[src/rtl/display_pkg.sv]
// Shared types and default timing for the stopwatch seven-segment scan logic.
// Defaults assume a 125 MHz system clock.
package display_pkg;

    localparam int BCD_WIDTH = 4;

    localparam int DEFAULT_NUMBER_OF_DIGITS  = 4;
    localparam int DEFAULT_SLOT_CYCLES       = 125_000;     // 1 ms per digit slot
    localparam int DEFAULT_BLANK_CYCLES      = 1_000;       // 8 us anti-ghosting gap
    localparam int DEFAULT_BLINK_HALF_CYCLES = 62_500_000;  // 0.5 s per blink phase

    typedef enum logic [1:0] {
        ST_IDLE,
        ST_BLANK,
        ST_DRIVE
    } scan_state_e;

endpackage

[src/rtl/display_tick_divider.sv]
// Free-running modulo-DIVISOR counter emitting a one-cycle tick on every
// DIVISOR-th enabled cycle.
module display_tick_divider #(
    parameter int DIVISOR = 2
) (
    input  logic clk,
    input  logic rst,
    input  logic enable,
    output logic tick
);

    localparam int CNT_W = (DIVISOR > 1) ? $clog2(DIVISOR) : 1;

    logic [CNT_W-1:0] r_count;
    logic             w_terminal;

    assign w_terminal = (r_count == CNT_W'(DIVISOR - 1));
    assign tick       = enable && w_terminal;

    // NOTE: state is updated with <= so every flop samples pre-edge values.
    always_ff @(posedge clk) begin
        if (rst) begin
            r_count <= '0;
        end else if (enable) begin
            r_count <= w_terminal ? '0 : r_count + 1'b1;
        end
    end

endmodule

[src/rtl/display_scan_controller.sv]
// Time-multiplexed digit scanner: blank/drive slots per digit, frame-aligned
// snapshot of the number, leading-zero suppression and per-digit blinking.
module display_scan_controller
    import display_pkg::*;
#(
    parameter int NUMBER_OF_DIGITS  = DEFAULT_NUMBER_OF_DIGITS,
    parameter int SLOT_CYCLES       = DEFAULT_SLOT_CYCLES,
    parameter int BLANK_CYCLES      = DEFAULT_BLANK_CYCLES,
    parameter int BLINK_HALF_CYCLES = DEFAULT_BLINK_HALF_CYCLES
) (
    input  logic                                  clk,
    input  logic                                  rst,
    input  logic                                  enable,
    input  logic [BCD_WIDTH*NUMBER_OF_DIGITS-1:0] number,
    input  logic                                  number_valid,
    input  logic [NUMBER_OF_DIGITS-1:0]           blink_mask,
    input  logic                                  suppress_zeros,
    output logic [NUMBER_OF_DIGITS-1:0]           io_sel,
    output logic [BCD_WIDTH-1:0]                  digit,
    output logic                                  digit_blank,
    output logic                                  frame_done
);

    localparam int NUM_W       = BCD_WIDTH * NUMBER_OF_DIGITS;
    localparam int IDX_W       = (NUMBER_OF_DIGITS > 1) ? $clog2(NUMBER_OF_DIGITS) : 1;
    localparam int SLOT_W      = $clog2(SLOT_CYCLES);
    localparam int DRIVE_CYCLES = SLOT_CYCLES - BLANK_CYCLES;

    localparam logic [IDX_W-1:0]  LAST_INDEX    = IDX_W'(NUMBER_OF_DIGITS - 1);
    localparam logic [SLOT_W-1:0] BLANK_TERMINAL = SLOT_W'(BLANK_CYCLES - 1);
    localparam logic [SLOT_W-1:0] DRIVE_TERMINAL = SLOT_W'(DRIVE_CYCLES - 1);

    scan_state_e           r_state;
    logic [IDX_W-1:0]      r_index;
    logic [SLOT_W-1:0]     r_slot_timer;
    logic [NUM_W-1:0]      r_capture;
    logic [NUM_W-1:0]      r_display;
    logic                  r_blink_phase;
    logic [NUMBER_OF_DIGITS-1:0] r_io_sel;
    logic [BCD_WIDTH-1:0]  r_digit;
    logic                  r_digit_blank;
    logic                  r_frame_done;

    logic                  w_blink_tick;
    logic                  w_phase_next;
    logic [NUM_W-1:0]      w_frame_number;
    logic [IDX_W-1:0]      w_index_next;
    logic [NUMBER_OF_DIGITS-1:0] w_sel_drive;
    logic                  w_upper_zero;
    logic                  w_suppress;
    logic                  w_drive_blank;

    display_tick_divider #(
        .DIVISOR (BLINK_HALF_CYCLES)
    ) u_blink_divider (
        .clk    (clk),
        .rst    (rst),
        .enable (1'b1),
        .tick   (w_blink_tick)
    );

    // A number presented on the frame-start edge wins over the stale capture.
    assign w_frame_number = number_valid ? number : r_capture;
    assign w_phase_next   = r_blink_phase ^ w_blink_tick;
    assign w_index_next   = r_index + 1'b1;
    assign w_sel_drive    = ~(NUMBER_OF_DIGITS'(1) << r_index);

    // NOTE: give every always_comb output a default first so no latch is inferred.
    always_comb begin
        w_upper_zero = 1'b1;
        for (int i = 0; i < NUMBER_OF_DIGITS; i++) begin
            if (i >= int'(r_index) && r_display[BCD_WIDTH*i +: BCD_WIDTH] != '0)
                w_upper_zero = 1'b0;
        end
    end

    assign w_suppress    = suppress_zeros && (r_index != '0) && w_upper_zero;
    assign w_drive_blank = w_suppress || (blink_mask[r_index] && w_phase_next);

    always_ff @(posedge clk) begin
        if (rst) begin
            r_state       <= ST_IDLE;
            r_index       <= '0;
            r_slot_timer  <= '0;
            r_capture     <= '0;
            r_display     <= '0;
            r_blink_phase <= 1'b0;
            r_io_sel      <= '1;
            r_digit       <= '0;
            r_digit_blank <= 1'b1;
            r_frame_done  <= 1'b0;
        end else begin
            r_blink_phase <= w_phase_next;
            r_frame_done  <= 1'b0;
            if (number_valid)
                r_capture <= number;

            if (r_state != ST_IDLE && !enable) begin
                r_state       <= ST_IDLE;
                r_index       <= '0;
                r_slot_timer  <= '0;
                r_io_sel      <= '1;
                r_digit       <= r_display[BCD_WIDTH-1:0];
                r_digit_blank <= 1'b1;
            end else begin
                case (r_state)
                    ST_IDLE: begin
                        if (enable) begin
                            r_state      <= ST_BLANK;
                            r_index      <= '0;
                            r_slot_timer <= '0;
                            r_display    <= w_frame_number;
                            r_digit      <= w_frame_number[BCD_WIDTH-1:0];
                        end
                    end
                    ST_BLANK: begin
                        if (r_slot_timer == BLANK_TERMINAL) begin
                            r_state       <= ST_DRIVE;
                            r_slot_timer  <= '0;
                            r_io_sel      <= w_sel_drive;
                            r_digit_blank <= w_drive_blank;
                        end else begin
                            r_slot_timer <= r_slot_timer + 1'b1;
                        end
                    end
                    ST_DRIVE: begin
                        if (r_slot_timer == DRIVE_TERMINAL) begin
                            r_state       <= ST_BLANK;
                            r_slot_timer  <= '0;
                            r_io_sel      <= '1;
                            r_digit_blank <= 1'b1;
                            if (r_index == LAST_INDEX) begin
                                r_index      <= '0;
                                r_frame_done <= 1'b1;
                                r_display    <= w_frame_number;
                                r_digit      <= w_frame_number[BCD_WIDTH-1:0];
                            end else begin
                                r_index <= w_index_next;
                                r_digit <= r_display[BCD_WIDTH*w_index_next +: BCD_WIDTH];
                            end
                        end else begin
                            r_slot_timer  <= r_slot_timer + 1'b1;
                            r_digit_blank <= w_drive_blank;
                        end
                    end
                    default: r_state <= ST_IDLE;
                endcase
            end
        end
    end

    assign io_sel      = r_io_sel;
    assign digit       = r_digit;
    assign digit_blank = r_digit_blank;
    assign frame_done  = r_frame_done;

endmodule

[config.mk]
export PLATFORM = sky130hd
export DESIGN_NAME = display_scan_controller
export DESIGN_NICKNAME = d
export VERILOG_FILES = /design/src/rtl/display_pkg.sv /design/src/rtl/display_tick_divider.sv /design/src/rtl/display_scan_controller.sv
export SDC_FILE = /design/constraint.sdc
export NUM_CORES = 1
export LEC_CHECK = 0
export CAP_MARGIN = 40
export CELL_PAD_IN_SITES_DETAIL_PLACEMENT = 1
export CELL_PAD_IN_SITES_GLOBAL_PLACEMENT = 1
export CORE_MARGIN = 5
export CORE_UTILIZATION = 46
export CTS_CLUSTER_DIAMETER = 80
export DETAILED_ROUTE_END_ITERATION = 12
export DONT_BUFFER_PORTS = 1
export PLACE_DENSITY = 0.78
export SLEW_MARGIN = 10
export SYNTH_ARGS = -nofsm -noshare
export SYNTH_HDL_FRONTEND = slang
export SYNTH_SLANG_ARGS = --single-unit
[constraint.sdc]
create_clock -name clk -period 6.6 [get_ports clk]
set_clock_uncertainty 0.1 [all_clocks]
set_input_delay 1.32 -clock clk [delete_from_list [all_inputs] [get_ports clk]]
set_output_delay 1.32 -clock clk [all_outputs]
set_load 0.005 [all_outputs]
==> out/results.md, run 1 <==
• net switching power: 0.000371 W
• number of buffers created by CTS: 9
• maximum net fanout on the critical path: 7
• path type of the worst min-delay path: reg -> reg
• critical path launch point: r_slot_timer[0]
• unrepaired setup endpoints after global routing: false
• CORE AREA: 0.00881 sq mm
• hold buffers post-CTS: 0
• proportion of synthesized chip area in sequential cells: 43.0%
• FF-to-FF path depth: 7
• data required time at the worst endpoint: 6.70 ns
• share of layout cells above drive strength 1: 7.73%
• met1 demand-to-capacity share in global routing: 22.4%
• number of buffers inserted by port buffering: 0
• Starting DRT DRC Count: 82
• Arr. time, crit path: 2.67 ns
• leading cell types by count after synthesis: sky130_fd_sc_hd__dfxtp_1, sky130_fd_sc_hd__nor2_1, sky130_fd_sc_hd__nand2_1
• Worst-path clk slew: 0.08 ns
• H-tree levels: 3
• fraction of post-synthesis cell area in the top cell type by area: 43.0%
• antenna violations before repair: 0
• TNS Setup: 0 ns
• cell types with the largest area share after synthesis: sky130_fd_sc_hd__dfxtp_1, sky130_fd_sc_hd__nor2_1, sky130_fd_sc_hd__xor2_1, sky130_fd_sc_hd__mux2i_1, sky130_fd_sc_hd__nand2_1
• power share of the combinational group: 18.8%
• element type at the critical path end: register
• Pre-Repair DR Iteration Count: 4
• Worst path slowest cell: sky130_fd_sc_hd__o21ai_1
• post-synth design cell area: 0.00419 sq mm
• Ys Warns: 0
• maximum number of pins on one net before global-route repair: 41
• critical register-to-register path startpoint: r_slot_timer[0]
• final-report hold violation count: 0
• HPWL after detailed placement: 7270 um
• Clock Latency Late Sink: 0.35 ns
• number of max-cap violations: 0
• wire length of the first global-routing pass: 17000 um
• Critical Path Max Stage Delay: 0.54 ns
• number of placement rows: 34
• fraction of power consumed by the clock network: 33.1%
• r2r endpoint: io_sel[3]
• Layout Area Growth over Synthesis: 6.85%
• die height: 105 um
• Rel. slew slack: 58.5%
• M3 GR Usage: 4.58%
• transition at the pin with the smallest max-transition slack: 0.618 ns
• final number of setup-violating endpoints: 0
• fraction of synthesis flops using an asynchronous set or reset pin: 0%
• number of global-route vias before repair: 3451
• Nets: 497
• setup bufs post-CTS: 0
• clk buf depth: 2
• GRT Resource Usage Total: 18.8%
• classification of the worst setup path: reg -> reg
• switching share of power: 29.1%
• remaining global-route overflow: 0
• ratio of total power to cell area: 286 mW/mm^2
• ordered list of cells on the worst path: ha_1 -> and4bb_2 -> nand4_1 -> o21ai_1 -> nand2_1 -> nor3b_1 -> o21ai_0
• RD Place Congestion: 0.811
• Synth Flop Type: sky130_fd_sc_hd__dfxtp_1
• Mapped Avg Cell Area: 8.90 sq um
• number of nets still failing antenna checks after routing: 0
• I/O pin total: 35
• maximum vdd ir drop: 210 uV
• startpoint class of the critical path: register
• number of nets produced by synthesis: 506
• width of the die: 105 um
• clk sinks: 90
• most common cell in the synthesized netlist: sky130_fd_sc_hd__dfxtp_1
• mean number of vias per cell: 5.68
• ratio of final minimum period to clock period: 38.9%
• # DRC: 0
• clock tree from TritonCTS: yes
• sequential share of power: 48.1%
• post-route worst hold slack: 0.383 ns
• detailed-route wire length per cell: 17.7 um
• Worst R2R Setup Slack: 4.03 ns
• result of the run: completed
• met2 demand-to-capacity share in global routing: 33.1%
• post-synthesis cell type count: 51
• number of enable-type register cells in the synthesized netlist: 0
• Static Leak: 1.61 nW
• Final Slew Violations: 0
• gate count after technology mapping: 470
• FF+latch count, synth: 90
• via count: 3259
• clock period minus worst slack: 2.57 ns
• P_int: 0.000906 W
• antenna cells: 0
• cells resized by post-CTS repair: 0
• clock tree root buffer cell: sky130_fd_sc_hd__clkbuf_8
• cell type contributing the most total cell area after synthesis: sky130_fd_sc_hd__dfxtp_1
• total design power: 0.00128 W
• Routed Wire Length: 10200 um
• peak-usage layer in the global routing report: met2
• maximum achievable frequency: 0.389 GHz
• Hold Crit Depth: 2
• capture point of the critical path: io_sel[3]
• area of the die: 0.0111 sq mm
• Starting Density: 47.5%
## power by group through the flow
stage               clock network [W]  registers [W]  logic [W]
floorplan                           0       0.000614   0.000196
global placement                    0       0.000627   0.000223
detailed placement                  0       0.000628   0.000238
CTS                          0.000432       0.000616   0.000243
global route                 0.000456       0.000620   0.000273
finish                       0.000422       0.000615   0.000240
## logic make-up after synthesis
| kind of cell | after synthesis | share of synthesized area [%] |
|---|---|---|
| AND/OR/NAND/NOR | 221 | 27.4 |
| flip-flops | 90 | 43.0 |
| AO/OA/AOI/OAI | 62 | 8.85 |
| XOR/XNOR | 34 | 7.11 |
| buffers and inverters | 27 | 2.75 |
| multiplexers | 25 | 7.59 |
| adder cells (fa/ha/maj) | 11 | 3.29 |
## layer usage
metal	up-vias	wire, um
li1	1597	-
met1	1609	4450
met5	-	0
met3	11	398
met2	42	5160
met4	0	172
## metrics by stage
stage | utilization [%] | cells | setup slack [ns] | area (sq um)
floorplan | - | 470 | 3.97 | 4190
global placement | 48.0 | 557 | 3.91 | 4230
detailed placement | 48.2 | 558 | 3.86 | 4240
CTS | 50.8 | 574 | 4.02 | 4470
global route | 50.8 | 574 | 3.81 | 4470
finish | 50.8 | 574 | 4.03 | 4470
## how the worst min path moves through the flow
stage                               startpoint                         end  slack (ns)
floorplan           u_blink_divider.r_count[0]  u_blink_divider.r_count[0]        0.33
global placement    u_blink_divider.r_count[0]  u_blink_divider.r_count[0]        0.34
detailed placement  u_blink_divider.r_count[0]  u_blink_divider.r_count[0]        0.37
CTS                            r_slot_timer[1]             r_slot_timer[1]        0.39
global route        u_blink_divider.r_count[0]  u_blink_divider.r_count[0]        0.41
finish                         r_slot_timer[1]             r_slot_timer[1]        0.38
## registers in the layout, summed over array words and instances (netlist names)
signal and flops:
r_capture 16, r_state 2, u_blink_divider.r_count 26, r_blink_phase 1
r_slot_timer 17, r_index 2, io_sel 4, digit_blank 1
r_display 16, digit 4, frame_done 1
## worst max-delay path, delay by kind of cell, from the launching register on
family | cells | cell delay (ns)
AO/OA/AOI/OAI | 2 | 0.67
adder cells (fa/ha/maj) | 1 | 0.31
AND/OR/NAND/NOR | 4 | 0.94
flip-flops | 1 | 0.39
## cell usage in the layout, fill, tap and decap left out, types with 3 or more instances in the layout
| cell type | n |
|---|---|
| sky130_fd_sc_hd__or2_2 | 3 |
| sky130_fd_sc_hd__nor3b_1 | 6 |
| sky130_fd_sc_hd__nand4b_1 | 3 |
| sky130_fd_sc_hd__o21ai_0 | 28 |
| sky130_fd_sc_hd__mux2i_1 | 19 |
| sky130_fd_sc_hd__a21oi_1 | 17 |
| sky130_fd_sc_hd__and4_1 | 3 |
| sky130_fd_sc_hd__ha_1 | 11 |
| sky130_fd_sc_hd__xnor2_1 | 11 |
| sky130_fd_sc_hd__or3_1 | 5 |
| sky130_fd_sc_hd__mux4_2 | 5 |
| sky130_fd_sc_hd__clkbuf_8 | 11 |
| sky130_fd_sc_hd__nand4_1 | 11 |
| sky130_fd_sc_hd__dfxtp_1 | 90 |
| sky130_fd_sc_hd__and3_1 | 6 |
| sky130_fd_sc_hd__nor4_1 | 8 |
| sky130_fd_sc_hd__nor3_1 | 3 |
| sky130_fd_sc_hd__inv_1 | 6 |
| sky130_fd_sc_hd__nand2_1 | 46 |
| sky130_fd_sc_hd__nand2b_1 | 20 |
| sky130_fd_sc_hd__nor2_1 | 78 |
| sky130_fd_sc_hd__nand3_1 | 13 |
| sky130_fd_sc_hd__nor2b_1 | 3 |
| sky130_fd_sc_hd__xor2_1 | 23 |
## layout make-up
class	count	area, sq um
Fill cell	1048	4330
Multi-Input combinational cell	353	2270
Sequential cell	90	1800
Clock buffer	12	155
Tap cell	108	135
Clock inverter	4	73.8
Inverter	6	22.5
Timing Repair Buffer	1	15.0
No activity file was read; power rests on OpenSTA's default activity.
==> run 2, diff against run 1 <==
==> constraint.sdc (replaced) <==
create_clock -name clk -period 2.4 [get_ports clk]
set_clock_uncertainty 0.1 [all_clocks]
set_input_delay 0.48 -clock clk [delete_from_list [all_inputs] [get_ports clk]]
set_output_delay 0.48 -clock clk [all_outputs]
set_load 0.005 [all_outputs]
==> run 2 against run 1 <==
  * Via count increased by 0.34%
  * Clock-buffer cell count decreased by 3
  * Sequential power rose to 2.7 times the previous value
  * Sequential share of layout area fell by 0.52 points
  * Register-to-register slack got worse by 3.8 ns
  * Largest cell class unchanged
  * Final area is 1.4% higher
  * Hold slack got worse by 0.30 ns
  * First-iteration DRC count up 60%
  * Non-clock buffer count up 7
==> out/results.md, run 2 (synthesis results as in run 1) <==
• result of the run: completed, unchanged
• Starting DRT DRC Count: 131, was 82
• ordered list of cells on the worst path: ha_2 -> nand4bb_4 -> o41a_1 -> o21ai_2 -> o211ai_1 -> o2bb2ai_1 -> nor2b_1, was ha_1 -> and4bb_2 -> nand4_1 -> o21ai_1 -> nand2_1 -> nor3b_1 -> o21ai_0
• path type of the worst min-delay path: in -> reg, was reg -> reg
• fraction of power consumed by the clock network: 30.0%, was 33.1%
• Routed Wire Length: 9950 um, was 10200 um
• Layout fillers: 1013, was 1048
• Arr. time, crit path: 2.35 ns, was 2.67 ns
• number of buffers inserted by port buffering: 0, unchanged
• area of the die: 0.0111 sq mm, unchanged
• data required time at the worst endpoint: 2.56 ns, was 6.70 ns
• Critical Path Max Stage Delay: 0.49 ns, was 0.54 ns
• element type at the critical path end: register, unchanged
• clock tree from TritonCTS: yes, unchanged
• P_int: 0.00229 W, was 0.000906 W
• Final Slew Violations: 0, unchanged
• final number of setup-violating endpoints: 0, unchanged
• width of the die: 105 um, unchanged
• r2r endpoint: r_slot_timer[11], was io_sel[3]
• maximum net fanout on the critical path: 5, was 7
• most frequent standard cell in the layout excluding fill and tap cells: sky130_fd_sc_hd__dfxtp_1, unchanged
• Nets: 504, was 497
• # DRC: 0, unchanged
• HPWL after detailed placement: 7300 um, was 7270 um
• Rel. slew slack: 63.1%, was 58.5%
• unrepaired setup endpoints after global routing: false, unchanged
• transition at the pin with the smallest max-transition slack: 0.552 ns, was 0.618 ns
• clock tree root buffer cell: sky130_fd_sc_hd__clkbuf_8, unchanged
• CORE AREA: 0.00881 sq mm, unchanged
• GRT Resource Usage Total: 18.5%, was 18.8%
• hold path startpoint: rst, was r_slot_timer[1]
• number of flip-flops in the largest register: 26, unchanged
• maximum number of pins on one net before global-route repair: 41, unchanged
• area taken by flip-flops and latches: 0.00180 sq mm, about the same
• share of layout cells above drive strength 1: 10.8%, was 7.73%
• number of max-cap violations: 0, unchanged
• number of global-route vias before repair: 3470, was 3451
• worst slack at placement: 0.0907 ns, was 3.86 ns
• cells resized by post-CTS repair: 0, unchanged
• TNS Setup: 0 ns, unchanged
• RD Place Congestion: 0.855, was 0.811
• hold path endpoint: r_blink_phase, was r_slot_timer[1]
• Worst path slowest cell: sky130_fd_sc_hd__o41a_1, was sky130_fd_sc_hd__o21ai_1
• total area of multi-input combinational cells: 0.00230 sq mm, was 0.00227 sq mm
• final-report hold violation count: 0, unchanged
• I/O pin total: 35, unchanged
• net switching power: 0.00114 W, was 0.000371 W
• sequential share of power: 49.2%, was 48.1%
• number of nets still failing antenna checks after routing: 0, unchanged
• Starting Density: 47.5%, unchanged
• FF-to-FF path depth: 7, unchanged
• classification of the worst setup path: reg -> reg, unchanged
• antenna violations before repair: 0, unchanged
• remaining global-route overflow: 0, unchanged
• clk buf depth: 2, unchanged
• detailed-route wire length per cell: 17.1 um, was 17.7 um
• wire length of the first global-routing pass: 16900 um, was 17000 um
• H-tree levels: 3, unchanged
• Top Registers: u_blink_divider.r_count: 26 flops, r_slot_timer: 17 flops, unchanged
• Hold Crit Depth: 1, was 2
• Layout Area Growth over Synthesis: 8.31%, was 6.85%
• final worst slack: 0.203 ns, was 4.03 ns
• die height: 105 um, unchanged
• ratio of final minimum period to clock period: 91.5%, was 38.9%
• critical register-to-register path startpoint: r_slot_timer[0], unchanged
• Clock Latency Late Sink: 0.36 ns, was 0.35 ns
• power share of the combinational group: 20.8%, was 18.8%
• ratio of total power to cell area: 756 mW/mm^2, was 286 mW/mm^2
• Worst-path clk slew: 0.11 ns, was 0.08 ns
• Worst R2R Setup Slack: 0.20 ns, was 4.03 ns
• setup bufs post-CTS: 0, unchanged
• Pre-Repair DR Iteration Count: 4, unchanged
• final core area utilization: 51.5%, was 50.8%
• maximum vdd ir drop: 466 uV, was 210 uV
• number of placement rows: 34, unchanged
• clock period minus worst slack: 2.20 ns, was 2.57 ns
• maximum achievable frequency: 0.455 GHz, was 0.389 GHz
• startpoint class of the critical path: register, unchanged
• antenna cells: 0, unchanged
• via count: 3270, was 3259
• number of buffers created by CTS: 9, unchanged
• switching share of power: 33.3%, was 29.1%
• Top reg by flops: u_blink_divider.r_count, unchanged
• hold buffers post-CTS: 0, unchanged
• commonest non-fill, non-tap cells in the layout: sky130_fd_sc_hd__dfxtp_1, sky130_fd_sc_hd__nor2_1, sky130_fd_sc_hd__nand2_1, unchanged
• mean number of vias per cell: 5.63, was 5.68
• clk sinks: 90, unchanged
• Static Leak: 1.63 nW, was 1.61 nW
==> run 2: worst max-delay path by stage <==
stage	startpoint	end	slack, ns	cells after the start
floorplan	r_index[0]	digit[2]	0.11	9
global placement	r_index[1]	digit[2]	0.14	7
detailed placement	r_slot_timer[0]	r_slot_timer[11]	0.09	7
CTS	r_slot_timer[0]	r_slot_timer[11]	0.08	7
global route	r_slot_timer[0]	io_sel[3]	0.02	7
finish	r_slot_timer[0]	r_slot_timer[11]	0.20	7
==> run 2: final cells by class <==
class / instances / area share (%)
clock inverter: 7 / 1.49
multi-input combinational: 353 / 50.6
timing repair buffer: 8 / 1.88
sequential: 90 / 39.8
clock buffer: 9 / 2.73
inverter: 6 / 0.497
tap: 108 / 2.98
==> run 2: worst max-delay path: cells and delay by family (launching register included) <==
| family | cells | cell delay (ns) |
|---|---|---|
| and+or+nand+nor | 2 | 0.29 |
| AOI/OAI and AO/OA | 4 | 1.08 |
| DFF | 1 | 0.39 |
| adders and majority gates | 1 | 0.26 |
==> run 2: through the flow <==
stage / instance area (sq um) / std cells / hold slack, ns / power (W)
6_report: 4530 / 581 / 0.0788 / 0.00343
5_1_grt: 4530 / 581 / 0.0448 / 0.00363
4_1_cts: 4500 / 581 / 0.0607 / 0.00345
3_5_place_dp: 4310 / 565 / 0.372 / 0.00242
3_3_place_gp: 4310 / 565 / 0.337 / 0.00239
2_1_floorplan: 4190 / 470 / 0.326 / 0.00223
==> run 2: metal layers <==
metal	track usage [%]	routed length, um	share of wire (%)
met3	4.52	374	3.8
met4	4.69	93	0.93
met2	31.8	4900	49
met5	0	0	0
met1	23.4	4580	46
==> run 2: power groups by stage <==
stage	clock network, W	registers [W]	logic (W)
4_1_cts	0.00105	0.00169	0.000709
3_3_place_gp	0	0.00171	0.000674
5_1_grt	0.00113	0.00171	0.000797
3_5_place_dp	0	0.00172	0.000702
6_report	0.00103	0.00169	0.000714
2_1_floorplan	0	0.00169	0.000539
